## src/rtl/serial_addsub_pkg.sv

```systemverilog
// Shared encodings for the bit-serial adder/subtractor datapath.
package serial_addsub_pkg;

    typedef enum logic [1:0] {
        ST_IDLE  = 2'd0,
        ST_SHIFT = 2'd1,
        ST_DONE  = 2'd2
    } state_t;

    localparam logic MODE_ADD = 1'b0;
    localparam logic MODE_SUB = 1'b1;

endpackage

```

## src/rtl/serial_fa_cell.sv

```systemverilog
// Combinational 1-bit full adder used as the serial sum/carry cell.
module serial_fa_cell (
    input  logic a,
    input  logic b,
    input  logic cin,
    output logic s,
    output logic cout
);

    assign s    = a ^ b ^ cin;
    assign cout = (a & b) | (a & cin) | (b & cin);

endmodule

```

## src/rtl/serial_addsub_dp.sv

```systemverilog
// Bit-serial add/subtract datapath: one bit per clock, LSB first, with a
// Mealy carry flop and start/done handshake.
module serial_addsub_dp
    import serial_addsub_pkg::*;
#(
    parameter  int unsigned D_WIDTH   = 8,
    localparam int unsigned CNT_WIDTH = $clog2(D_WIDTH) + 1
) (
    input  logic                 i_clk,
    input  logic                 reset,
    input  logic                 i_start,
    input  logic                 i_mode,
    input  logic                 i_cin,
    input  logic [D_WIDTH-1:0]   a_in,
    input  logic [D_WIDTH-1:0]   b_in,
    output logic [D_WIDTH-1:0]   sum,
    output logic                 o_cout,
    output logic                 o_ovf,
    output logic                 o_busy,
    output logic                 o_done,
    output logic                 p_STATE,
    output logic [CNT_WIDTH-1:0] Count_out,
    output logic [D_WIDTH-1:0]   A_o,
    output logic [D_WIDTH-1:0]   B_o
);

    state_t state_q;
    state_t state_d;
    logic   load;
    logic   shift_en;
    logic   last_bit;
    logic   s_c;
    logic   c_c;

    serial_fa_cell u_fa (
        .a    (A_o[0]),
        .b    (B_o[0]),
        .cin  (p_STATE),
        .s    (s_c),
        .cout (c_c)
    );

    // Next-state and datapath control decode.
    always_comb begin
        state_d  = state_q;
        load     = 1'b0;
        shift_en = 1'b0;
        last_bit = 1'b0;
        case (state_q)
            ST_IDLE: begin
                if (i_start) begin
                    load    = 1'b1;
                    state_d = ST_SHIFT;
                end
            end
            ST_SHIFT: begin
                shift_en = 1'b1;
                if (Count_out == CNT_WIDTH'(D_WIDTH - 1)) begin
                    last_bit = 1'b1;
                    state_d  = ST_DONE;
                end
            end
            ST_DONE: state_d = ST_IDLE;
            default: state_d = ST_IDLE;
        endcase
    end

    always_ff @(posedge i_clk or negedge reset) begin
        if (!reset) begin
            state_q <= ST_IDLE;
            o_busy  <= 1'b0;
            o_done  <= 1'b0;
        end else begin
            state_q <= state_d;
            o_busy  <= (state_d != ST_IDLE);
            o_done  <= (state_d == ST_DONE);
        end
    end

    // Subtract is a + ~b + ~borrow_in, so both B and the carry are inverted at load.
    always_ff @(posedge i_clk or negedge reset) begin
        if (!reset) begin
            sum       <= '0;
            A_o       <= '0;
            B_o       <= '0;
            Count_out <= '0;
            p_STATE   <= 1'b0;
            o_cout    <= 1'b0;
            o_ovf     <= 1'b0;
        end else if (load) begin
            A_o       <= a_in;
            B_o       <= (i_mode == MODE_SUB) ? ~b_in : b_in;
            p_STATE   <= (i_mode == MODE_SUB) ? ~i_cin : i_cin;
            sum       <= '0;
            Count_out <= '0;
            o_cout    <= 1'b0;
            o_ovf     <= 1'b0;
        end else if (shift_en) begin
            sum       <= {s_c, sum[D_WIDTH-1:1]};
            A_o       <= A_o >> 1;
            B_o       <= B_o >> 1;
            p_STATE   <= c_c;
            Count_out <= Count_out + CNT_WIDTH'(1);
            if (last_bit) begin
                o_ovf  <= p_STATE ^ c_c;
                o_cout <= c_c;
            end
        end
    end

endmodule
```

## config.mk

```make
export PLATFORM = sky130hd
export DESIGN_NAME = serial_addsub_dp
export DESIGN_NICKNAME = d
export VERILOG_FILES = /design/src/rtl/serial_addsub_pkg.sv /design/src/rtl/serial_fa_cell.sv /design/src/rtl/serial_addsub_dp.sv
export SDC_FILE = /design/constraint.sdc
export NUM_CORES = 1
export LEC_CHECK = 0
export ABC_AREA = 0
export CAP_MARGIN = 20
export CORE_MARGIN = 4
export CORE_UTILIZATION = 48
export DETAILED_ROUTE_END_ITERATION = 12
export MAX_ROUTING_LAYER = met4
export PLACE_DENSITY = 0.93
export REMOVE_ABC_BUFFERS = 1
export SLEW_MARGIN = 20
export SYNTH_ARGS = -nofsm -noshare
export SYNTH_HDL_FRONTEND = slang
export SYNTH_SLANG_ARGS = --single-unit
```

## constraint.sdc

```tcl
create_clock -name i_clk -period 2.03 [get_ports i_clk]
set_input_delay 0.406 -clock i_clk [delete_from_list [all_inputs] [get_ports i_clk]]
set_output_delay 0.406 -clock i_clk [all_outputs]
set_load 0.02 [all_outputs]
```

; ---- After elaboration in Yosys (flattened, before gate mapping)
; Cells that the tools add are included.
[word_totals]
regBits = 35
input_bits = 21
wordCells = 55
[op_classes]
addsub = 1
n_eq_ne = 3
muxes = 26
bitwise_logic = 10
n_reduce_logical = 5
[ops]
columns = operator, n
row1 = 8-bit 2-to-1 mux, 7
row2 = 1-bit 2-to-1 mux, 14
row3 = 4-bit 2-to-1 mux, 2
row4 = 8-bit NOT, 1
row5 = 2-bit nonzero test, 3
row6 = 4-bit by 1-bit adder with 4-bit output (second input constant), 1
row7 = 4-bit by 3-bit equality test with 1-bit output (second input constant), 1
row8 = 2-bit 2-to-1 mux, 2
row9 = 2-bit case mux with 2 select lines, 1
row10 = 1-bit AND, 3
row11 = 1-bit XOR, 3
row12 = 2-bit by 1-bit equality test with 1-bit output (second input constant), 1
row13 = 2-bit equality test (second input constant), 1
row14 = 2-bit zero test, 1
row15 = 1-bit bitwise OR, 2
row16 = 2-bit AND reduction, 1
row17 = 1-bit NOT, 1

; ---- Depth between registers and ports, before layout
[depth]
depth_word = 7
mapped_depth = 5

; ---- Hierarchy
; Synthesis repeated with hierarchy kept, for this count alone.
[unflattened]
hier_cells = 151
hier_area_um2 = 1577.8
[by_module_without_submodules]
columns = mod, n_inst, cells_each, area_per_inst_um2, seq_area_each_um2
row1 = serial_addsub_dp, 1, 150, 1557.7, 875.8
row2 = serial_fa_cell, 1, 1, 20.0, 0.0

; ---- Least setup slack after synthesis
; No wires, ideal clock.
[synth_path]
kind = register -> register
startpoint = register p_STATE
endpoint = register o_cout
setup_ns = 0.069
t_arrival_ns = 1.473
required_time_ns = 1.961
path_slack_ns = 0.489
path_stages_with_launch = 5
n_path_buf = 0
period_less_slack_ns = 1.541
path_cell_list = dfrtp_1 -> inv_1 -> fa_1 -> or3_1 -> nand3_1
[synth_between]
elab_chain_cells = 6
elab_cells_between_ends = 7
[synth_rtl]
columns = item, line_no
row1 = start: declaration, serial_addsub_dp.sv:21  ; output logic p_STATE,
row2 = start signal: assignment, serial_addsub_dp.sv:93  ; p_STATE <= (i_mode == MODE_SUB) ? ~i_cin : i_cin;
row3 = 1-bit AND, serial_fa_cell.sv:11  ; assign cout = (a & b) | (a & cin) | (b & cin);
row4 = 1-bit bitwise OR, serial_fa_cell.sv:11
row5 = 1-bit bitwise OR *, serial_fa_cell.sv:11
row6 = 1-bit 2-to-1 mux *, serial_addsub_dp.sv:104  ; if (last_bit) begin
row7 = 1-bit 2-to-1 mux *, serial_addsub_dp.sv:98  ; end else if (shift_en) begin
row8 = 1-bit 2-to-1 mux *, serial_addsub_dp.sv:90  ; end else if (load) begin
row9 = end signal: assignment, serial_addsub_dp.sv:88  ; o_cout <= 1'b0;
row10 = end signal: assignment, serial_addsub_dp.sv:96  ; o_cout <= 1'b0;
row11 = end signal: assignment, serial_addsub_dp.sv:106  ; o_cout <= c_c;
row12 = end: declaration, serial_addsub_dp.sv:17  ; output logic o_cout,
; Every way passes the cells marked *; elsewhere a longest branch is shown, timed or not. The select of a mux whose other input is x is not followed.
; A chain may end at the register's enable or synchronous reset.

; ---- Worst setup path after layout
[layout_path]
startpoint = register Count_out[2]
endpoint = output Count_out[2]
[layout_lines]
columns = item, line_no
row1 = start: declaration, serial_addsub_dp.sv:22  ; output logic [CNT_WIDTH-1:0] Count_out,
row2 = start signal: assignment, serial_addsub_dp.sv:103  ; Count_out <= Count_out + CNT_WIDTH'(1);
; No word-level cell between the ends.

==> results.cfg <==
[clock_tree]
cts_resized = 0
cts_tree = yes
cts-hold-fix-buffers = 0
cts_max_path_buffers = 2
cts_setup_buffers = 0
numClockSinks = 35
clkLatencyLatePin_ns = 0.34
clkTransAtPathRegs_ns = 0.11
cts-buffers-inserted = 5
htreeDepth = 2
cts_root_buffer = clkbuf_4

[floorplan]
die_area_um2 = 4179
io-pin-count = 54
die_h_um = 64.65
core.rowCount = 20
initial_utilization = 0.5045
dieWidth_um = 64.65
coreArea_um2 = 3053

[timing]
holdWs_ns = 0.4690
max_slew_margin = 0.6298
maxSlewViolCount = 0
hold_violations = 0
final-setup-viol-count = 0
finalClockSkew_ns = 0.007849
tightest_slew_ns = 0.5541
timing.fmax_mhz = 547.7
period_share = 0.8995
rsz0062_at_grt = false
setup_tns_ns = 0
min_period_ns = 1.826

[place]
post_dp_cell_area_um2 = 2097
place_congestion = 0.8357
hpwl_um = 2765
portBuffers = 53

[finish]
n_antenna_cell = 0
fin_area_um2 = 2155
nNetsFinal = 214
area_delta_synth_final_pct = 39.89
mostFrequentLayoutCells = clkdlybuf4s50_1 (53), dfrtp_1 (35), nand2_1 (15)
drive_above_1_share = 0.07292
final_common_cell = clkdlybuf4s50_1

[worst_setup_path]
cpPeakStageDelay_ns = 0.64
cp_top_family = buffers and inverters
crit_path_end_kind = primary output
reg2reg_depth = 3
cp_slowest_cell = clkdlybuf4s50_1
crit_fanout = 5
start_kind = flip-flop
critPathBufInv = 1
worstReg2RegEnd = B_o[6]$_DFFE_PN0P_
arrival_ns = 1.42
worstSetupPathType = reg -> out
cp_data_required_time_ns = 1.62
path_cells = clkdlybuf4s50_1
r2r_slack_ns = 0.45
r2r_start = state_q[0]$_DFF_PN0_

[global_routing]
grt_max_degree = 36
antenna_found_initial = 0
grt_pass1_wl_um = 6134
overflow = 0
grt_pass1_vias = 1263
track_usage = 0.1991

[drt]
met2WireLength_um = 1824
vias = 1254
first_pass_iters = 4
wl_met3_um = 178
top_layer_used = met4
antenna_left = 0
drc = 0
drtIter0Drc = 71
wl_um = 3679
routedLengthMet1_um = 1591
avgViaCountPerCell = 5.314
avgRoutedWirePerCell_um = 15.59

[job]
drv_cap = 0

[power]
ir_drop_v = 0.0008049
leakagePower_nw = 0.9105
power_w = 0.003231
powerDensity_nw_per_um2 = 1500

[synthesis]
syn_area_um2 = 1540
ys_warn_count = 0
ys_seq_area_frac = 0.5686
synthCells = 137
yosysUniqueCellTypes = 28
syn_area_per_cell_um2 = 11.24
synth_seq_cells = 35

[status]
status = complete, no violations

[hold_path]
hp-class = in -> async
==> flip-flops by register name, summed over array words and instances, names as in the netlist <==
name / flops
A_o: 8
B_o: 8
Count_out: 4
o_busy: 1
o_cout: 1
o_done: 1
o_ovf: 1
p_STATE: 1
state_q: 2
sum: 8
==> synthesized netlist by cell type (all sizes together) <==
cell / instances / area share
nand4: 1 / 0.0041
or3b: 1 / 0.0057
ha: 1 / 0.0081
mux2i: 2 / 0.013
a21oi: 1 / 0.0032
o21ai: 10 / 0.032
dfrtp: 35 / 0.57
fa: 1 / 0.013
nor2b: 2 / 0.0081
o21bai: 1 / 0.0073
xor2: 1 / 0.0057
nor2: 9 / 0.022
or3: 1 / 0.0041
nand2: 15 / 0.037
xnor2: 9 / 0.051
o22ai: 1 / 0.0041
a221o: 6 / 0.039
buf: 11 / 0.043
a22oi: 7 / 0.034
nand3b: 2 / 0.0097
a22o: 8 / 0.045
o221ai: 2 / 0.011
nand2b: 2 / 0.0081
inv: 5 / 0.012
nand3: 3 / 0.0097
==> layout make-up <==
class / instances / area [µm²]
fill: 225 / 898.4
sequential: 35 / 875.8
multi-input combinational: 86 / 579.3
timing repair buffer: 58 / 568.0
tap: 44 / 55.05
clock buffer: 5 / 37.54
clock inverter: 3 / 20.02
inverter: 5 / 18.77
==> stage by stage <==
step / setup slack (ns) / std cells / utilization
3_3_place_gp: 0.1893 / 228 / 0.6869
2_1_floorplan: 0.3773 / 126 / -
4_1_cts: 0.1988 / 236 / 0.7057
5_1_grt: 0.1151 / 236 / 0.7057
3_5_place_dp: 0.1423 / 228 / 0.6869
6_report: 0.2041 / 236 / 0.7057
==> power breakdown <==
group          total (W)  switching, W  internal, W
Sequential       0.00123      0.000264     0.000966
Clock           0.000374      0.000242     0.000132
Combinational    0.00163      0.000835     0.000791
Total            0.00323       0.00134      0.00189
==> worst max path at each step <==
stage                                        start                  endpoint  cells past startpoint
after floorplan               state_q[0]$_DFF_PN0_  Count_out[3]$_DFFE_PN0P_                      3
after global placement                     i_start  Count_out[2]$_DFFE_PN0P_                      4
after detailed placement                   i_start  Count_out[2]$_DFFE_PN0P_                      4
after CTS                 Count_out[2]$_DFFE_PN0P_              Count_out[2]                      1
after global routing      Count_out[2]$_DFFE_PN0P_              Count_out[2]                      1
final                     Count_out[2]$_DFFE_PN0P_              Count_out[2]                      1
==> worst reg2reg max path, delay by kind of cell, from the launching register on <==
family | cells | cell delay (ns)
AO/OA/AOI/OAI | 1 | 0.28
AND/OR/NAND/NOR | 2 | 0.57
flip-flops | 1 | 0.63
==> metal layers <==
layer | vias to the layer above | track usage
met2 | 48 | 0.3209
met1 | 612 | 0.2466
met5 | - | -
li1 | 586 | -
met3 | 8 | 0.03986
met4 | 0 | 0.08179
==> cells by family after synthesis <==
group / count (synthesis) / synth area share
flip-flops: 35 / 0.5686
adder cells (fa/ha/maj): 2 / 0.02112
multiplexers: 2 / 0.01300
buffers and inverters: 16 / 0.05524
AO/OA/AOI/OAI: 36 / 0.1771
AND/OR/NAND/NOR: 36 / 0.1080
XOR/XNOR: 10 / 0.05687
Note: power is estimated with default switching activity, not from simulation.
==> RTL change 1, RTL diff (same flow settings) <==
Register the output `sum` once more; this adds one clock of latency there. The other outputs are not delayed to match. Comments in the files are not updated.
--- a/src/rtl/serial_addsub_dp.sv
+++ b/src/rtl/serial_addsub_dp.sv
@@ -23,6 +23,8 @@
     output logic [D_WIDTH-1:0]   A_o,
     output logic [D_WIDTH-1:0]   B_o
 );
+
+    logic [D_WIDTH-1:0] sum_s0;
 
     state_t state_q;
     state_t state_d;
@@ -80,7 +82,7 @@
     // Subtract is a + ~b + ~borrow_in, so both B and the carry are inverted at load.
     always_ff @(posedge i_clk or negedge reset) begin
         if (!reset) begin
-            sum       <= '0;
+            sum_s0    <= '0;
             A_o       <= '0;
             B_o       <= '0;
             Count_out <= '0;
@@ -91,12 +93,12 @@
             A_o       <= a_in;
             B_o       <= (i_mode == MODE_SUB) ? ~b_in : b_in;
             p_STATE   <= (i_mode == MODE_SUB) ? ~i_cin : i_cin;
-            sum       <= '0;
+            sum_s0    <= '0;
             Count_out <= '0;
             o_cout    <= 1'b0;
             o_ovf     <= 1'b0;
         end else if (shift_en) begin
-            sum       <= {s_c, sum[D_WIDTH-1:1]};
+            sum_s0    <= {s_c, sum_s0[D_WIDTH-1:1]};
             A_o       <= A_o >> 1;
             B_o       <= B_o >> 1;
             p_STATE   <= c_c;
@@ -108,4 +110,8 @@
         end
     end
 
+    always_ff @(posedge i_clk) begin
+        sum <= sum_s0;
+    end
+
 endmodule
Formal check against the unedited RTL: not equivalent (a bounded check fails within 4 cycles, from zero or initial values and one cycle with reset low).
==> RTL change 1 against the original RTL <==
Power up 6.4%; fmax fell by 1.3%; routed wire length up 11%; core utilization fell by 1.1 points; first-iteration DRC count down 15%; largest power group unchanged; critical endpoint is now p_STATE; final area up 10%; area after synthesis rose by 13%; count of clock-buffer cells in the layout increased by 2; non-clock buffer count decreased by 1; hold slack worse by 0.061 ns; worst setup slack got worse by 0.024 ns; sequential cell count increased by 8; register-to-register slack lost 0.08 ns; combinational power fell by 10%; largest cell class unchanged.
==> RTL change 1: results (changes against the original RTL) <==
[timing]
finalHoldWorstSlack_ns = 0.408  ; -0.0609 ns
worstMarginPinSlew_ns = 0.545  ; -0.00944 ns
finClkSkew_ns = 0.00756  ; -0.000287 ns

[clock_tree]
insertion_delay_ns = 0.35
ctsResizeCount = 0  ; unchanged

[finish]
drive_gt1_share_pct = 10.1  ; +2.8 points
syn_to_final_growth_pct = 36.9
num-fill-cells = 248  ; +10%
nets = 220  ; +2.8%

[yosys]
synthXorXnorAreaFrac_pct = 5.05  ; -0.63 points
async_reset_ff_share_pct = 81.4  ; -19 points
synthMuxAreaShare_pct = 1.16  ; -0.14 points
synth.top_cells.by_area = dfrtp_1, dfxtp_1, a221o_1
ys_seq_area_share_pct = 59.8  ; +2.9 points
ys_types = 30  ; +7.1%
synth-edff-count = 0  ; unchanged
synth_fa_ha_area_share_pct = 1.88  ; -0.23 points
synthTopCellsByCount = dfrtp_1, nand2_1, o21ai_1, a22o_1
synth_compound_area_share_pct = 17.5  ; -0.16 points

[place]
hpwl_mm = 2.91  ; +5.3%
place_area_um2 = 2280  ; +8.6%
dp_slack_ns = 0.113  ; -0.0290 ns
gp_congestion = 0.778  ; -6.9%

[setup_path]
r2r_slack_ns = 0.37  ; -0.08 ns
max_stage_delay_ns = 0.66  ; +0.02 ns
cpLargestDelayFamily = buffers and inverters
cp_max_fo = 4  ; -1
worstPathArrival_ns = 1.44  ; +0.02 ns
r2r-end = B_o[1]

[routing]
drt-initial-drc-count = 60  ; -15%
vias = 1338  ; +6.7%
wire_per_inst_um = 16.7  ; +6.9%

[grt]
track_usage_pct = 20.8  ; +0.86 points
grt_use_met1_pct = 23.8  ; -0.85 points
grt_pass1_vias = 1467  ; +16%
gr-usage-met2_pct = 34.7  ; +2.6 points
groute.layer.met3.usage_pct = 6.57  ; +2.6 points
grt_pass1_wl_mm = 6.85  ; +12%

[power_and_ir_drop]
leakage_uw = 0.000999  ; +9.7%
peakVddDrop_mv = 0.767  ; -4.7%

[floorplan]
std_cell_rows = 21  ; +5.0%

[status]
outcome = complete, no violations

[worst_hold_path]
hold_depth = 0
hp-class = flip-flop to flip-flop

## RTL change 1: layout make-up
class                      count  area share (%)
tap                           46            2.43
inverter                       4           0.633
timing repair buffer          57            23.6
clock buffer                   7            3.69
clock inverter                 1           0.316
multi-input combinational     86            25.6
sequential                    43            43.7
## RTL change 1: worst max path at each step
stage / from / endpoint / slack, ns
2_1_floorplan: state_q[0] / Count_out[3] / 0.35
3_3_place_gp: i_start / o_ovf / 0.20
3_5_place_dp: i_start / B_o[1] / 0.11
4_1_cts: p_STATE / p_STATE / 0.16
5_1_grt: Count_out[0] / Count_out[0] / 0.12
6_report: p_STATE / p_STATE / 0.18
## RTL change 1: metal layers
metal  wire, µm  vias up  part of all wire, %
li1           -      615                    -
met4         56        0                  1.4
met5          0        -                    0
met2       2150       48                   53
met1       1650      667                   41
met3        209        8                  5.1
## RTL change 1: cells by family (layout without fill, tap and decap cells)
| kind of cell | count (synthesis) | after routing |
|---|---|---|
| xor+xnor | 10 | 10 |
| compound gates | 39 | 39 |
| fa+ha+maj | 2 | 2 |
| buf+inv | 15 | 69 |
| simple gates | 33 | 33 |
| mux | 2 | 2 |
| flops | 43 | 43 |
## RTL change 1: through the flow
step / total power [µW] / std cells
after CTS: 3460 / 244
after global placement: 2810 / 236
after detailed placement: 2880 / 236
final: 3440 / 244
after global routing: 3630 / 244
after floorplan: 2150 / 133
## RTL change 1: report_power, final
part           switching, µW  leakage, µW  internal (µW)  total (µW)
clock                    279    0.0000478            284         563
sequential               254     0.000522           1160        1410
combinational            742     0.000429            718        1460
total                   1270     0.000999           2160        3440
==> RTL change 2, RTL diff (same settings) <==
Made on the original files. Change the parameter `D_WIDTH` from 8 to 16.
--- a/src/rtl/serial_addsub_dp.sv
+++ b/src/rtl/serial_addsub_dp.sv
@@ -3,7 +3,7 @@
 module serial_addsub_dp
     import serial_addsub_pkg::*;
 #(
-    parameter  int unsigned D_WIDTH   = 8,
+    parameter  int unsigned D_WIDTH   = 16,
     localparam int unsigned CNT_WIDTH = $clog2(D_WIDTH) + 1
 ) (
     input  logic                 i_clk,
Ports: changed (6 resized); port bits go from 54 to 95. The function was not compared with the original's and may differ.
==> RTL change 2 against the original RTL <==
Routed wire length increased by 110%; final area is 94% higher; largest cell class unchanged; sequential power increased by 72%; cell count grew 92%; power up 90%; sequential cell count up 25; area after synthesis is 91% higher; largest power group unchanged; combinational power grew 75%; core utilization about the same; critical path depth unchanged; worst setup slack better by 0.037 ns.
==> RTL change 2: results (changes against the original RTL) <==
[status]
outcome = complete, no violations

[yosys]
synthMuxAreaShare_pct = 1.02  ; -0.28 points
synth_compound_area_share_pct = 25.3  ; +7.6 points
synthTopCellsByCount = dfrtp_1, o21ai_0, a21oi_1, a22oi_1, nor2b_1
ys_seq_area_share_pct = 51.0  ; -5.8 points
ys_types = 30  ; +7.1%
synthXorXnorAreaFrac_pct = 5.36  ; -0.33 points
async_reset_ff_share_pct = 100  ; unchanged
synth.top_cells.by_area = dfrtp_1, a22oi_1, o21ai_0
synth_fa_ha_area_share_pct = 1.53  ; -0.58 points
yosysWarnings = 0  ; unchanged

[setup_path]
crit_end = A_o[14]
worstPathArrival_ns = 1.38  ; -0.04 ns
cp_max_fo = 4  ; -1
r2r_slack_ns = 0.39  ; -0.06 ns
r2r_cells = 6  ; +3
r2r-end = o_cout
critPathLaunch = A_o[14]
r2r-start = Count_out[0]

[grt]
grt_pass1_vias = 2570  ; +100%
grt_max_degree = 31  ; -14%
grt_pass1_wl_mm = 12.6  ; +100%
track_usage_pct = 22.0  ; +2.1 points

[clock_tree]
clkTransAtPathRegs_ns = 0.07  ; -0.04 ns
cts_buffers = 9  ; +4
htree_levels = 3  ; +1
root_buffer = clkbuf_8

[power_and_ir_drop]
peakVddDrop_mv = 0.770  ; -4.3%
swShare_pct = 38.8  ; -2.7 points
leakage_uw = 0.00181  ; +99%

[routing]
wl_mm = 7.71  ; +110%
drt_pass1_iterations = 4  ; unchanged
viasPerCell = 5.65  ; +6.2%

[place]
hpwl_mm = 5.43  ; +96%
gp_congestion = 0.823  ; -1.5%

[finish]
largestRegisters = A_o x16, B_o x16, sum x16
num-fill-cells = 428  ; +90%
drive_gt1_share_pct = 9.23  ; +1.9 points
nets = 414  ; +93%

[timing]
finClkSkew_ns = 0.00767  ; -0.000178 ns

[RTL change 2: power groups by stage]
stage / sequential (µW) / combinational, µW / clock, µW
floorplan: 2580 / 942 / 0
global placement: 2090 / 2750 / 0
detailed placement: 2110 / 2860 / 0
CTS: 2100 / 2870 / 1190
global route: 2180 / 3070 / 1260
finish: 2110 / 2850 / 1190
[RTL change 2: logic make-up (layout without fill, tap and decap cells)]
| logic type | count (synthesis) | count (layout) |
|---|---|---|
| buf+inv | 33 | 134 |
| flops | 60 | 60 |
| xor+xnor | 18 | 18 |
| compound gates | 117 | 117 |
| fa+ha+maj | 3 | 3 |
| mux | 3 | 3 |
| simple gates | 44 | 44 |
[RTL change 2: stage by stage]
stage	setup WS [ns]	instance area, µm²	utilization (%)	std cells	hold slack, ns
after floorplan	-0.183	2800	-	253	0.110
after global placement	0.140	3960	66.9	438	0.370
after detailed placement	0.0792	3960	66.9	438	0.377
after CTS	0.239	4180	70.6	454	0.0239
after global routing	0.184	4180	70.6	454	0.0368
final	0.241	4180	70.6	454	0.0174
[RTL change 2: routing by layer]
metal  share of wire, %  global-route usage (%)
met5                  0                       -
met2                 49                    34.3
met1                 43                    28.8
met4                1.6                    7.79
met3                6.3                    4.47
[RTL change 2: worst min path at each step]
stage	start	to	slack [ns]
after floorplan	reset	A_o[0]	0.11
after global routing	reset	sum[9]	0.04
after global placement	reset	sum[5]	0.37
final	reset	sum[5]	0.02
after CTS	reset	o_cout	0.02
after detailed placement	reset	sum[5]	0.38
[RTL change 2: cell type report]
class / instances / share of cell area, %
clock inverter: 4 / 1.74
clock buffer: 12 / 3.47
inverter: 8 / 0.719
tap: 75 / 2.25
timing repair buffer: 110 / 25.6
multi-input combinational: 185 / 30.3
sequential: 60 / 35.9
